### src/rtl/v_issue_queue.sv
// Instruction issue queue between the scalar core and the vector coprocessor.
// Carries each vector instruction with its rs1 operand, first-word fall-through.
module v_issue_queue #(
  parameter int unsigned DEPTH      = 4,
  parameter int unsigned WORD_WIDTH = 32
) (
  input  logic                     clk,
  input  logic                     rst,
  input  logic                     in_valid,
  input  logic [WORD_WIDTH-1:0]    in_instr,
  input  logic [WORD_WIDTH-1:0]    in_scalar,
  output logic                     in_ready,
  output logic                     out_valid,
  output logic [WORD_WIDTH-1:0]    out_instr,
  output logic [WORD_WIDTH-1:0]    out_scalar,
  input  logic                     out_ready,
  input  logic                     flush,
  output logic [$clog2(DEPTH):0]   count,
  output logic                     illegal_instr,
  output logic [15:0]              issued_cnt
);

  localparam int unsigned PTR_W = $clog2(DEPTH);
  localparam int unsigned CNT_W = PTR_W + 1;

  localparam logic [6:0] OP_V     = 7'h57;
  localparam logic [6:0] LOAD_FP  = 7'h07;
  localparam logic [6:0] STORE_FP = 7'h27;

  logic [WORD_WIDTH-1:0] instr_mem  [DEPTH];
  logic [WORD_WIDTH-1:0] scalar_mem [DEPTH];
  logic [PTR_W-1:0]      wr_ptr;
  logic [PTR_W-1:0]      rd_ptr;

  logic legal;
  logic push;
  logic pop;
  logic reject;

  // Status and head view come only from registered state; no ready/valid loop-through.
  always_comb begin
    legal      = (in_instr[6:0] == OP_V) || (in_instr[6:0] == LOAD_FP) ||
                 (in_instr[6:0] == STORE_FP);
    in_ready   = (count < CNT_W'(DEPTH));
    out_valid  = (count != '0);
    out_instr  = out_valid ? instr_mem[rd_ptr]  : '0;
    out_scalar = out_valid ? scalar_mem[rd_ptr] : '0;
    // Flush squashes every transfer in its cycle, including the illegal flag.
    push       = in_valid & in_ready & legal & ~flush;
    pop        = out_valid & out_ready & ~flush;
    reject     = in_valid & in_ready & ~legal & ~flush;
  end

  // Entry storage needs no reset: contents are masked by count when empty.
  always_ff @(posedge clk) begin
    if (push) begin
      instr_mem[wr_ptr]  <= in_instr;
      scalar_mem[wr_ptr] <= in_scalar;
    end
  end

  always_ff @(posedge clk) begin
    if (rst) begin
      wr_ptr        <= '0;
      rd_ptr        <= '0;
      count         <= '0;
      illegal_instr <= 1'b0;
      issued_cnt    <= '0;
    end else begin
      illegal_instr <= reject;
      if (flush) begin
        wr_ptr <= '0;
        rd_ptr <= '0;
        count  <= '0;
      end else begin
        // DEPTH is a power of two, so pointer wrap is the natural rollover.
        if (push) wr_ptr <= wr_ptr + PTR_W'(1);
        if (pop)  rd_ptr <= rd_ptr + PTR_W'(1);
        case ({push, pop})
          2'b10:   count <= count + CNT_W'(1);
          2'b01:   count <= count - CNT_W'(1);
          default: count <= count;
        endcase
      end
      if (pop) issued_cnt <= issued_cnt + 16'd1;
    end
  end

endmodule
### config.mk
export PLATFORM = sky130hd
export DESIGN_NAME = v_issue_queue
export DESIGN_NICKNAME = d
export VERILOG_FILES = /design/src/rtl/v_issue_queue.sv
export SDC_FILE = /design/constraint.sdc
export NUM_CORES = 1
export LEC_CHECK = 0
export ABC_AREA = 1
export BUFFER_PORTS_ARGS = -buffer_cell sky130_fd_sc_hd__buf_2
export CORE_UTILIZATION = 40
export CTS_CLUSTER_DIAMETER = 120
export DETAILED_ROUTE_END_ITERATION = 12
export PLACE_DENSITY = 0.62
export SLEW_MARGIN = 15
export SYNTH_ARGS = -nofsm -noshare
export SYNTH_HDL_FRONTEND = slang
export SYNTH_SLANG_ARGS = --single-unit
### constraint.sdc
create_clock -name clk -period 5.5 [get_ports clk]
set_input_delay 0.825 -clock clk [delete_from_list [all_inputs] [get_ports clk]]
set_output_delay 0.825 -clock clk [all_outputs]
set_load 0.01 [all_outputs]
==> impl_summary.txt <==
----------------------------------------------------
[Outcome]
  Result of the run ... complete, no violations

[GRT]
  All-Layer GR Usage ... 0.165
  Initial antenna violation count ... 2
  First-pass GRT wire length ... 37.3 mm
  Vias in the first global route ... 6930
  Pin count of the biggest net entering global routing ... 93
  Residual overflow from global routing ... 0

[Timing]
  Final worst path period share ... 0.679
  Final Max Tran Viols ... 0
  Worst Slack Setup Final ... 1.77 ns
  Minimum clock period after layout ... 3.73 ns
  Highest achievable clock rate ... 268 MHz
  RSZ-0062 raised after global routing ... no
  Hold Violations, Final ... 0
  Number of endpoints failing setup at the final stage ... 0
  Total negative slack ... 0 ns
  Slew @ Worst Pin ... 1.00 ns
  Final clock skew ... 0.0104 ns
  Worst hold slack ... 0.464 ns
  Headroom to the max-slew limit ... 0.330

[Floorplan]
  Io pins ... 155
  Die area ... 29100 um2
  Vertical extent of the die ... 170 um
  Std cell rows ... 61
  Chip Width ... 170 um
  Starting density of the core ... 0.408
  Area inside the core boundary ... 27900 um2

[Worst setup path]
  Critical path class ... reg -> out
  CP Capture Type ... output port
  Internal reg-to-reg setup slack ... 2.87 ns
  Crit path DAT ... 2.91 ns
  Startpoint Class ... register
  Critical path required time ... 4.68 ns
  Maximum fanout along the worst path ... 92

[Yosys]
  Yosys reg bits ... 282
  Number of nets in the synthesized netlist ... 1035
  Cell area after synthesis ... 11400 um2
  Avg Cell Area, Syn ... 11.8 um2
  Top flip-flop cell by instance count after synthesis ... sky130_fd_sc_hd__edfxtp_1
  Number of enable flip-flop cells after synthesis ... 256
  Sequential cell area fraction in the yosys report ... 0.723
  Async SR Flop Fraction ... 0
  YS warnings ... 0
  Area share of the largest cell type after synthesis ... 0.677
  Cell accounting for the most synthesized area ... sky130_fd_sc_hd__edfxtp_1
  Instance count of the mapped netlist ... 959
  Main area contributors after synthesis ... sky130_fd_sc_hd__edfxtp_1, sky130_fd_sc_hd__nor2_1, sky130_fd_sc_hd__o21ai_0, sky130_fd_sc_hd__dfxtp_1, sky130_fd_sc_hd__a21oi_1
  Count of distinct cell types in the synthesized netlist ... 31

[Power and ir drop]
  Total power density per cell area ... 322 nW/um2
  Leakage ... 4.91 nW
  Worst voltage drop across the vdd grid ... 0.000221 V
  Total power of the final layout ... 4.30 mW

[Clock network]
  TritonCTS clock tree ... yes
  Clk slew on worst S/H paths ... 0.06 ns
  Count of hold buffers inserted by post-cts repair ... 0
  TritonCTS Sinks ... 282
  Number of gates given a new drive strength after cts ... 0
  Worst-skew pair later-pin latency ... 0.52 ns
  Clock root buffer ... sky130_fd_sc_hd__clkbuf_16
  Level count of the clock H-tree ... 1
  Maximum buffer depth of the clock tree ... 3
  TritonCTS buffer count ... 28
  Number of buffers inserted to repair setup after CTS ... 0

[Drt]
  Met1 Wirelength ... 10.7 mm
  Routed wl met2 ... 11.8 mm
  Remaining antenna violation count after routing ... 0
  Routed wl met3 ... 1.60 mm
  Top layer used by detailed routing ... met5
  Total detailed-routing wirelength ... 24.5 mm
  Remaining DRCs ... 0
  Detailed-routing iteration count for the pre-antenna-repair pass ... 5
  Total vias in the final route ... 7391
  Wirelength per Cell ... 16.2 um
  DRC violation total after the first TritonRoute iteration ... 505
  Vias/cell ... 4.91

[Hold path]
  Hold Crit Class ... reg -> reg

[Finish]
  Final design instance area without fill ... 13400 um2
  Post-Route Utilization ... 0.480
  Footprint of the multi-input gates ... 2710 um2
  Signed area change from the synthesized netlist to the final layout ... 17.7%
  Area used by sequential logic in the layout ... 8210 um2
  Most frequent cells in the layout ... sky130_fd_sc_hd__nor2_1, sky130_fd_sc_hd__edfxtp_1, sky130_fd_sc_hd__buf_2
  Fill cell count ... 2464
  Post-layout nets ... 1180
  Most common cell after layout, fill and taps aside ... sky130_fd_sc_hd__nor2_1
  Post-layout instance count excluding filler cells ... 1506
  Proportion of layout cells with a drive suffix above 1 ... 0.202

[Place]
  Setup WS pre-CTS ... 2.12 ns
  Placer's final routability congestion estimate ... 0.779
  Placed Cells ... 1452
  Count of buffers inserted at the top-level ports ... 154
  Post-DP Area ... 12400 um2
  Post-detailed-placement half-perimeter wirelength ... 14.1 mm

[Flow run]
  Count of maximum capacitance violations ... 0

----------------------------------------------------
[metal layers]
layer	vias to the layer above	global-route usage
li1	3622	-
met1	3545	0.216
met2	191	0.281
met3	31	0.0352
met4	2	0.0396
met5	-	0
[kinds of logic after synthesis]
kind of cell,synth area share
buffers and inverters,0.0409
AOI/OAI and AO/OA,0.0964
DFF,0.723
and+or+nand+nor,0.128
xor gates and xnor gates,0.00386
adders and majority gates,0.00837
[final timing paths]
kind,from,to,cells past startpoint
max reg2reg,count[2]$_SDFFE_PP0P_,scalar_mem[0][1]$_DFFE_PP_,4
min reg2reg,rd_ptr[1]$_SDFFE_PP0P_,register,2
max,register,out_instr[9],5
min,rd_ptr[1]$_SDFFE_PP0P_,register,2
[cell type report]
cell class / count / area share
Antenna cell: 2 / 0.000375
Clock buffer: 42 / 0.0626
Clock inverter: 10 / 0.00768
Inverter: 37 / 0.0105
Multi-Input combinational cell: 590 / 0.203
Sequential cell: 282 / 0.615
Tap cell: 378 / 0.0354
Timing Repair Buffer: 165 / 0.0657
[power by group]
group          total [mW]  leakage, nW  switching, mW  internal [mW]
registers            2.34         2.51       0.000717           2.34
clock network        1.90        0.459          0.752           1.15
logic              0.0655         1.94         0.0422         0.0233
total                4.30         4.91          0.795           3.50
[registers in the layout (all words and copies together), names as in the netlist, named ones only]
register and cells:
scalar_mem 128, instr_mem 128, count 3, wr_ptr 2
issued_cnt 16, illegal_instr 1, rd_ptr 2
[cell usage after synthesis (all sizes together), types with 2 or more instances]
cell type,count
inv,37
buf,38
nand4,8
nor2,300
dfxtp,26
a21oi,78
clkbuf,12
xor2,2
nor3,4
o21ai,138
ha,6
xnor2,3
edfxtp,256
nand3,6
nand2,40
[critical path, stage by stage (launching register included)]
cell,delay [ns]
sky130_fd_sc_hd__dfxtp_4,0.66
sky130_fd_sc_hd__clkinv_2,0.51
sky130_fd_sc_hd__buf_4,0.53
sky130_fd_sc_hd__o21ai_0,0.30
sky130_fd_sc_hd__a21oi_1,0.11
sky130_fd_sc_hd__buf_2,0.18
Power figures use the tool's default switching activity.
